**config.mk**
```make
export PLATFORM = sky130hd
export DESIGN_NAME = snake_step_scheduler
export DESIGN_NICKNAME = d
export VERILOG_FILES = /design/src/rtl/snake_pkg.sv /design/src/rtl/snake_speed_ctl.sv /design/src/rtl/snake_step_scheduler.sv
export SDC_FILE = /design/constraint.sdc
export NUM_CORES = 1
export LEC_CHECK = 0
export CORE_MARGIN = 5
export CORE_UTILIZATION = 60
export CTS_CLUSTER_DIAMETER = 200
export CTS_CLUSTER_SIZE = 28
export DETAILED_ROUTE_END_ITERATION = 16
export GPL_TIMING_DRIVEN = 0
export HOLD_SLACK_MARGIN = 0.02
export PLACE_DENSITY = 0.85
export SYNTH_ARGS = -nofsm -noshare
export SYNTH_HDL_FRONTEND = slang
export SYNTH_HIERARCHICAL = 1
export SYNTH_SLANG_ARGS = --single-unit
export TNS_END_PERCENT = 100
```
**constraint.sdc**
```tcl
create_clock -name clk -period 6.6 [get_ports clk]
set_clock_uncertainty 0.2 [all_clocks]
set_input_delay 0.66 -clock clk [delete_from_list [all_inputs] [get_ports clk]]
set_output_delay 0.66 -clock clk [all_outputs]
set_load 0.02 [all_outputs]
```
**src/rtl/snake_pkg.sv**
```systemverilog
// Shared definitions for the snake step scheduler: state encoding and datapath widths.
package snake_pkg;

  localparam int unsigned STATE_W  = 3;
  localparam int unsigned PERIOD_W = 16;
  localparam int unsigned LEVEL_W  = 8;

  localparam logic [STATE_W-1:0] ST_IDLE   = 3'd0;
  localparam logic [STATE_W-1:0] ST_RUN    = 3'd1;
  localparam logic [STATE_W-1:0] ST_WAIT   = 3'd2;
  localparam logic [STATE_W-1:0] ST_PAUSED = 3'd3;
  localparam logic [STATE_W-1:0] ST_OVER   = 3'd4;

endpackage

```
**src/rtl/snake_speed_ctl.sv**
```systemverilog
// Holds the step period and food level: loads start values on init, shortens the
// period toward a floor and saturates the level on each accepted food pulse.
module snake_speed_ctl
  import snake_pkg::*;
#(
  parameter logic [PERIOD_W-1:0] TICKS_INIT = 16'd200,
  parameter logic [PERIOD_W-1:0] TICKS_MIN  = 16'd40,
  parameter logic [PERIOD_W-1:0] TICKS_DEC  = 16'd10,
  parameter logic [LEVEL_W-1:0]  LEVEL_MAX  = 8'd255
) (
  input  logic                clk,
  input  logic                rst_n,
  input  logic                init,
  input  logic                food_en,
  output logic [PERIOD_W-1:0] period,
  output logic [LEVEL_W-1:0]  level
);

  logic signed [PERIOD_W:0] dec_s;
  logic [PERIOD_W-1:0]      period_d;
  logic [LEVEL_W-1:0]       level_d;

  // Next period/level; the subtraction is one bit wider and signed so it cannot wrap
  always_comb begin
    dec_s    = $signed({1'b0, period}) - $signed({1'b0, TICKS_DEC});
    period_d = period;
    level_d  = level;
    if (init) begin
      period_d = TICKS_INIT;
      level_d  = '0;
    end else if (food_en) begin
      if (dec_s < $signed({1'b0, TICKS_MIN})) begin
        period_d = TICKS_MIN;
      end else begin
        period_d = PERIOD_W'(dec_s);
      end
      if (level < LEVEL_MAX) begin
        level_d = level + LEVEL_W'(1);
      end
    end
  end

  // Period/level registers
  always_ff @(posedge clk) begin
    if (!rst_n) begin
      period <= TICKS_INIT;
      level  <= '0;
    end else begin
      period <= period_d;
      level  <= level_d;
    end
  end

endmodule

```
**src/rtl/snake_step_scheduler.sv**
```systemverilog
// Snake step scheduler: counts prescaler ticks to the current period, issues a
// one-cycle step request and waits for step_done. Pause support is compiled in
// only when SNAKE_SCHED_PAUSE_EN is defined.
module snake_step_scheduler
  import snake_pkg::*;
#(
  parameter logic [PERIOD_W-1:0] TICKS_INIT = 16'd200,
  parameter logic [PERIOD_W-1:0] TICKS_MIN  = 16'd40,
  parameter logic [PERIOD_W-1:0] TICKS_DEC  = 16'd10,
  parameter logic [LEVEL_W-1:0]  LEVEL_MAX  = 8'd255
) (
  input  logic                clk,
  input  logic                rst_n,
  input  logic                tick,
  input  logic                start,
  input  logic                pause,
  input  logic                food,
  input  logic                collision,
  input  logic                step_done,
  output logic                step,
  output logic                running,
  output logic                paused,
  output logic                game_over,
  output logic [PERIOD_W-1:0] period,
  output logic [LEVEL_W-1:0]  level,
  output logic                overrun
);

  logic [STATE_W-1:0]  state_q, state_d;
  logic [PERIOD_W-1:0] tick_cnt_q, tick_cnt_d;
  logic                overrun_d;
  logic                pend_q, pend_d;
  logic                pause_c;
  logic                init_c;
  logic                food_en_c;
  logic                tick_done_c;
  logic                step_c, running_c, paused_c, game_over_c;

`ifdef SNAKE_SCHED_PAUSE_EN
  assign pause_c = pause;
`else
  logic unused_pause;
  assign unused_pause = pause;
  assign pause_c      = 1'b0;
`endif

  // A tick completes the period when the incremented count reaches or passes it
  assign tick_done_c = tick &&
    (({1'b0, tick_cnt_q} + (PERIOD_W+1)'(1)) >= {1'b0, period});

  snake_speed_ctl #(
    .TICKS_INIT (TICKS_INIT),
    .TICKS_MIN  (TICKS_MIN),
    .TICKS_DEC  (TICKS_DEC),
    .LEVEL_MAX  (LEVEL_MAX)
  ) u_speed (
    .clk     (clk),
    .rst_n   (rst_n),
    .init    (init_c),
    .food_en (food_en_c),
    .period  (period),
    .level   (level)
  );

  // State, tick counter, overrun and pending-pause registers
  always_ff @(posedge clk) begin
    if (!rst_n) begin
      state_q    <= ST_IDLE;
      tick_cnt_q <= '0;
      overrun    <= 1'b0;
      pend_q     <= 1'b0;
    end else begin
      state_q    <= state_d;
      tick_cnt_q <= tick_cnt_d;
      overrun    <= overrun_d;
      pend_q     <= pend_d;
    end
  end

  // Next state: collision beats food, food beats pause, pause beats tick;
  // step_done is a handshake and is never masked in WAIT
  always_comb begin
    state_d    = state_q;
    tick_cnt_d = tick_cnt_q;
    overrun_d  = overrun;
    pend_d     = pend_q;
    init_c     = 1'b0;
    food_en_c  = 1'b0;
    case (state_q)
      ST_IDLE, ST_OVER: begin
        if (start) begin
          state_d    = ST_RUN;
          tick_cnt_d = '0;
          overrun_d  = 1'b0;
          pend_d     = 1'b0;
          init_c     = 1'b1;
        end
      end
      ST_RUN: begin
        if (collision) begin
          state_d = ST_OVER;
        end else if (food) begin
          food_en_c = 1'b1;
        end else if (pause_c) begin
          state_d = ST_PAUSED;
        end else if (tick) begin
          if (tick_done_c) begin
            tick_cnt_d = '0;
            state_d    = ST_WAIT;
          end else begin
            tick_cnt_d = tick_cnt_q + PERIOD_W'(1);
          end
        end
      end
      ST_WAIT: begin
        if (collision) begin
          state_d = ST_OVER;
        end else begin
          if (food) begin
            food_en_c = 1'b1;
          end else if (pause_c) begin
            pend_d = 1'b1;
          end else if (tick) begin
            if (tick_done_c) begin
              tick_cnt_d = '0;
              if (!step_done) begin
                overrun_d = 1'b1;
              end
            end else begin
              tick_cnt_d = tick_cnt_q + PERIOD_W'(1);
            end
          end
          if (step_done) begin
            state_d = pend_d ? ST_PAUSED : ST_RUN;
            pend_d  = 1'b0;
          end
        end
      end
      ST_PAUSED: begin
        if (collision) begin
          state_d = ST_OVER;
        end else if (food) begin
          food_en_c = 1'b1;
        end else if (pause_c) begin
          state_d = ST_RUN;
        end
      end
      default: state_d = ST_IDLE;
    endcase
  end

  // Output decode from the upcoming state so the registered outputs track it
  always_comb begin
    step_c      = (state_q == ST_RUN) && (state_d == ST_WAIT);
    running_c   = (state_d == ST_RUN) || (state_d == ST_WAIT);
`ifdef SNAKE_SCHED_PAUSE_EN
    paused_c    = (state_d == ST_PAUSED);
`else
    paused_c    = 1'b0;
`endif
    game_over_c = (state_d == ST_OVER);
  end

  // Output registers
  always_ff @(posedge clk) begin
    if (!rst_n) begin
      step      <= 1'b0;
      running   <= 1'b0;
      paused    <= 1'b0;
      game_over <= 1'b0;
    end else begin
      step      <= step_c;
      running   <= running_c;
      paused    <= paused_c;
      game_over <= game_over_c;
    end
  end

endmodule
```
== Word level (Yosys, flattened, before mapping) ==
Index checks and enable logic that the tools add are counted.
Widths: inputs -> output; s select.
Storage, ports and cells
  bits of input ports: 8
  word-level logic and storage cells: 81
  output and inout port bits: 29
  register bits after elaboration: 48
Operators by class
  equal/unequal tests: 16
  mux-type cells: 34
  magnitude comparators: 3
  add/subtract/negate cells: 4
  bitwise gates (word level): 1
  reductions and logical operators: 14
Operator list (count)
  $mux 16: 6
  $pmux 16 s2: 1
  $mux 3: 8
  $add 16x1->17 const B: 1
  $ge 17x16->1: 1
  $lt 17x7->1 const B: 1
  $sub 16x4->17 const B: 1
  $add 16x1->16 const B: 1
  $ne 2x2->1 const B: 8
  $mux 1: 15
  $pmux 3 s4: 1
  $eq 3x2->1 const B: 3
  $add 8x1->8 const B: 1
  $lt 8x8->1 const B: 1
  $reduce_and 7->1: 1
  $eq 3x1->1 const B: 2
  $eq 3x3->1 const B: 2
  $reduce_or 2->1: 3
  $reduce_and 5->1: 1
  $pmux 1 s2: 2
  $reduce_bool 2->1: 2
  $logic_not 3->1: 1
  $reduce_and 3->1: 1
  $reduce_or 3->1: 1
  6 further kinds: 7

== Longest topological paths before layout ==
  depth after elaboration: 10
  mapped depth: 13
  mapped depth without buffers: 12

== Hierarchy ==
Netlist, hierarchy kept.
By module, submodules not included
  snake_step_scheduler: cells an instance 180, seq. area each 460.4 µm², instances 1, area each 1541.5 µm²
  snake_speed_ctl: cells an instance 174, seq. area each 460.4 µm², instances 1, area each 1383.8 µm²

== Worst setup path before layout ==
No wires, ideal clock.
  path type: register to register
  from: reg tick_cnt_q[0]
  to: reg state_q[0]
  arrival: 2485 ps
  library setup time: 74 ps
  data required time: 6326 ps
  buffers on the path: 1
  clock period less this slack: 2760 ps
  stages on the path, launching flop included: 14
  setup slack: 3840 ps
  path through: dfxtp_1 > nand3_1 > nor2_1 > nand2_1 > and2_1 > or2_2 > ha_1 > a211oi_2 > o21bai_1 > a2111o_1 > a21oi_2 > buf_4 > o21bai_1 > a31oi_1
On the way
  longest elaborated chain between the ends: 8
RTL lines
  start, declared: line snake_step_scheduler.sv:30  | logic [PERIOD_W-1:0] tick_cnt_q, tick_cnt_d;
  start signal, assigned: line snake_step_scheduler.sv:74  | tick_cnt_q <= tick_cnt_d;
  $add 16x1->17: line snake_step_scheduler.sv:49  | (({1'b0, tick_cnt_q} + (PERIOD_W+1)'(1)) >= {1'b0, period});
  $ge 17x16->1: line snake_step_scheduler.sv:49
  $logic_and 1x1->1: line snake_step_scheduler.sv:48  | assign tick_done_c = tick &&
  $mux 3: line snake_step_scheduler.sv:107  | if (tick_done_c) begin
  $mux 3: line snake_step_scheduler.sv:106  | end else if (tick) begin
  $mux 3: line snake_step_scheduler.sv:102  | end else if (food) begin
  $mux 3: line snake_step_scheduler.sv:100  | if (collision) begin
  $pmux 3 s4: line snake_step_scheduler.sv:89  | case (state_q)
  end signal, assigned: line snake_step_scheduler.sv:73  | state_q <= state_d;
  end, declared: line snake_step_scheduler.sv:29  | logic [STATE_W-1:0] state_q, state_d;
Every way passes these cells.
A chain may end at the register's enable or synchronous reset.

== Worst setup path after layout ==
  from: in collision
  to: reg u_speed.level[7]
On the way
  longest elaborated chain between the ends: 3
RTL lines
  start, declared: line snake_step_scheduler.sv:18  | input logic collision,
  $mux 1: line snake_step_scheduler.sv:116  | if (collision) begin
  $mux 1
  net food_en_c: line snake_step_scheduler.sv:35  | logic food_en_c;
  $reduce_and 2->1 (no line)
  end signal, assigned: line snake_speed_ctl.sv:50  | level <= level_d;
  end, declared: line snake_speed_ctl.sv:16  | output logic [LEVEL_W-1:0] level
The timed path passes the listed nets, and every way through them passes these cells.

==> metrics.md <==
| Metric | Value |
|---|---|
| GR Layer Usage met3 | `5.53%` |
| CP Max Fanout | `8` |
| Maxcap violations | `0` |
| WL per Instance | `15.4 µm` |
| Area Growth Syn to Fin | `18.0%` |
| Synth top area cells | `dfxtp_1 31%, ha_1 8.1%, a32o_1 4.8%, nor2_1 4.4%, xor2_1 3.9%` |
| Worst Setup End Kind | `register` |
| Max-slew violation count | `0` |
| Status | `finished, final reports clean` |
| Leading area contributor after synthesis | `dfxtp_1` |
| Critical Path RT | `between 6 and 7 ns` |
| Multiplexer share of the synthesized area | `around 1.1%` |
| Minimum clock period | `3.30 ns` |
| CTS H-Tree Depth | `2` |
| CTS resizes | `0` |
| Achievable frequency | `roughly 0.3 GHz` |
| Cell Pwr Density | `155 nW/µm²` |
| Overall power | `0.000536 W` |
| Crit-path cells | `clkdlybuf4s50_1, nor2_1, nand2_1, nor2_1, inv_1, a31oi_1, and3_1, nand4_1, xor2_1, nor2_1` |
| Number of global-route vias before repair | `around 2700` |
| Post-CTS setup buffer count | `0` |
| Top_reg_cell synth | `dfxtp_1` |
| Global Route met1 Usage | `30.0%` |
| Largest net degree at the start of global routing | `16` |
| Die area | `6370 µm²` |
| IO Count | `37` |
| TNS Setup | `0 ns` |
| Row count | `25` |
| Initial antenna violation count | `0` |
| Clock Tree Buf Depth | `2` |
| Met2 usage | `about two fifths` |
| Post-synthesis net count | `381` |
| DRT Pass-1 Iters | `5` |
| Syn Area/Cell | `~8.3 µm²` |
| Core ar. | `4720 µm²` |
| Num CTS Buffers | `5` |
| Clk_lat worst skew | `0.30 ns` |
| Clock-pin slew on the worst setup and hold paths | `around 0.090 ns` |
| Routability congestion estimate from global placement | `0.902` |
| Clock tree from TritonCTS | `built` |
| GRT overflow | `0` |
| Routed vias | `roughly 2800` |
| Adder-cell share of the synthesized area | `8.13%` |
| Post-synthesis simple-gate area fraction | `about a quarter` |
| Register Area | `921 µm²` |
| Synth Register Bits | `46` |
| DRC Markers | `0` |
| First-pass GRT wire length | `12.4 mm` |
| Clock root buffer | `clkbuf_8` |
| GRT Total Usage | `24.4%` |
| Die height | `79.8 µm` |
| Seq/Total Area, Yosys | `31.5%` |
| Largest family of logic cells by synthesized area | `simple AND/OR/NAND/NOR gates` |
| Post-detailed-placement half-perimeter wirelength | `5.36 mm` |
| Crit path DAT | `3.29 ns` |
| Final Hold Viols | `0` |
| Setup CP Type | `in -> reg` |
| Post-Synthesis Cells | `about 350` |
| Post-synth EDFFs | `0` |
| Ant diodes | `0` |
| Slew Limit Headroom | `57.5%` |
| Drt initial violations | `219` |
| Xor/xnor share of the synthesized area | `under 10%` |
| # fillers | `378` |
| Slowest cell on the critical path | `a31oi_1` |
| Layer with the highest usage | `met2` |
| Count of unique library cells instantiated by Yosys | `61` |
| Final instance area | `between 3000 and 4000 µm²` |
| Via density | `a little over 6` |
| Async set or reset register ratio after synthesis | `0%` |
| Slowest stage delay, CP | `approximately 0.45 ns` |
| Starting Density | `61.9%` |
| Compound-gate portion of the synthesized area | `20.1%` |
| Static leakage | `1.33 nW` |
| Actual slew at the worst max-slew pin | `approximately 0.64 ns` |
| Crit share post-route | `50.0%` |
| NumNets Final | `between 400 and 500` |
| Dpl cell area | `around 3300 µm²` |
| CTS Hold Bufs | `0` |
| Die Wd | `79.8 µm` |
| Routed Antenna Nets | `0` |
| Hold Crit Class | `reg -> reg` |
| Synth top area share | `between 30% and 40%` |
| Footprint of the multi-input gates | `1830 µm²` |
| Most common cell on crit path | `nor2_1` |
| Final setup violation count | `0` |
| Clock sinks | `46` |
| RSZ-0062 raised after global routing | `no` |
| Synth Warn # | `6` |
| Layout cell share with drive strength beyond 1 | `7.59%` |
| CP startpoint kind | `primary input` |
| Mapped cell area | `around 3000 µm²` |
| Peak VDD IR | `115 µV` |
| IO buf count | `33` |
| Post-Route WL | `7.11 mm` |
-- logic make-up after synthesis --
logic type,count (synthesis)
xor+xnor,23
flops,46
buf+inv,39
compound gates,77
simple gates,145
fa+ha+maj,19
other cells,2
mux,3
-- power by group --
group / internal [W] / switching [W]
Sequential: 0.000280 / 0.00000184
Clock: 0.000113 / 0.0000994
Combinational: 0.0000159 / 0.0000265
-- critical path: cells and delay by family --
family	cells	cell delay, ns
AO/OA/AOI/OAI	1	0.45
XOR/XNOR	1	0.14
buffers and inverters	2	0.72
AND/OR/NAND/NOR	6	1.31
-- flip-flops by register name, indices dropped and copies added, names as in the netlist --
signal and cells:
running 1, u_speed/level 8, state_q 3, tick_cnt_q 16
step 1, overrun 1, game_over 1, u_speed/period 15
-- synthesized netlist by cell type, types with 3 or more instances --
master    number
dfxtp_1       46
nor2_1        34
nand2_1       29
inv_1         24
ha_1          19
a21oi_1       16
a32o_1        14
nor3_1        14
nand4_1       13
xor2_1        13
nand3_1       11
o21ai_0       10
xnor2_1       10
buf_2          6
and3_1         5
clkbuf_1       5
nor2b_1        5
o211ai_1       5
and4_1         4
nand2b_1       4
nand3b_1       4
a31oi_1        3
and2_1         3
buf_4          3
nor4_1         3
o21ai_1        3
o21bai_1       3
or2_2          3
or3_1          3
-- layer usage --
metal	share of wire, %	up-vias
met5	0	-
met4	2.1	0
met3	6.8	19
met2	48	115
met1	43	1317
li1	-	1372
-- cells in the final DEF (no fill, tap or decap), types with 11 or more instances in the layout --
| master | netlist | final |
|---|---|---|
| nor2_1 | 34 | 34 |
| nand2_1 | 29 | 29 |
| clkdlybuf4s50_1 | 0 | 33 |
| dfxtp_1 | 46 | 46 |
| nand4_1 | 13 | 13 |
| nand3_1 | 11 | 11 |
| xor2_1 | 13 | 13 |
| nor3_1 | 14 | 14 |
| a21oi_1 | 16 | 16 |
| a32o_1 | 14 | 14 |
| inv_1 | 24 | 24 |
| ha_1 | 19 | 19 |
-- through the flow --
| step | instances | worst slack, ns | hold slack [ns] | util (%) |
|---|---|---|---|---|
| 2_1_floorplan | 354 | 3.84 | 0.265 | - |
| 3_3_place_gp | 454 | 2.94 | 0.257 | 70.7 |
| 3_5_place_dp | 454 | 2.97 | 0.257 | 70.7 |
| 4_1_cts | 462 | 3.30 | 0.269 | 73.1 |
| 5_1_grt | 462 | 3.03 | 0.290 | 73.1 |
| 6_report | 462 | 3.30 | 0.267 | 73.1 |
-- path summary, 6_finish.rpt --
kind | depth (start not counted) | slack, ns | end | from
worst min register to register | 2 | 0.27 | overrun$_SDFFE_PN0P_ | overrun$_SDFFE_PN0P_
worst max-delay path | 10 | 3.30 | u_speed/level[7]$_SDFFE_PP0P_ | collision
worst min-delay path | 2 | 0.27 | overrun$_SDFFE_PN0P_ | overrun$_SDFFE_PN0P_
worst max register to register | 13 | 3.37 | tick_cnt_q[0]$_SDFFE_PN0P_ | tick_cnt_q[0]$_SDFFE_PN0P_
-- final cells by class --
type                       count  area share [%]
tap                           67            2.43
timing repair buffer          33            9.57
sequential                    46            26.7
multi-input combinational    269            53.0
clock inverter                 3            1.30
clock buffer                   5            1.99
inverter                      24            2.61
buffer                        15            2.39
No activity file was read; power rests on OpenSTA's default activity.
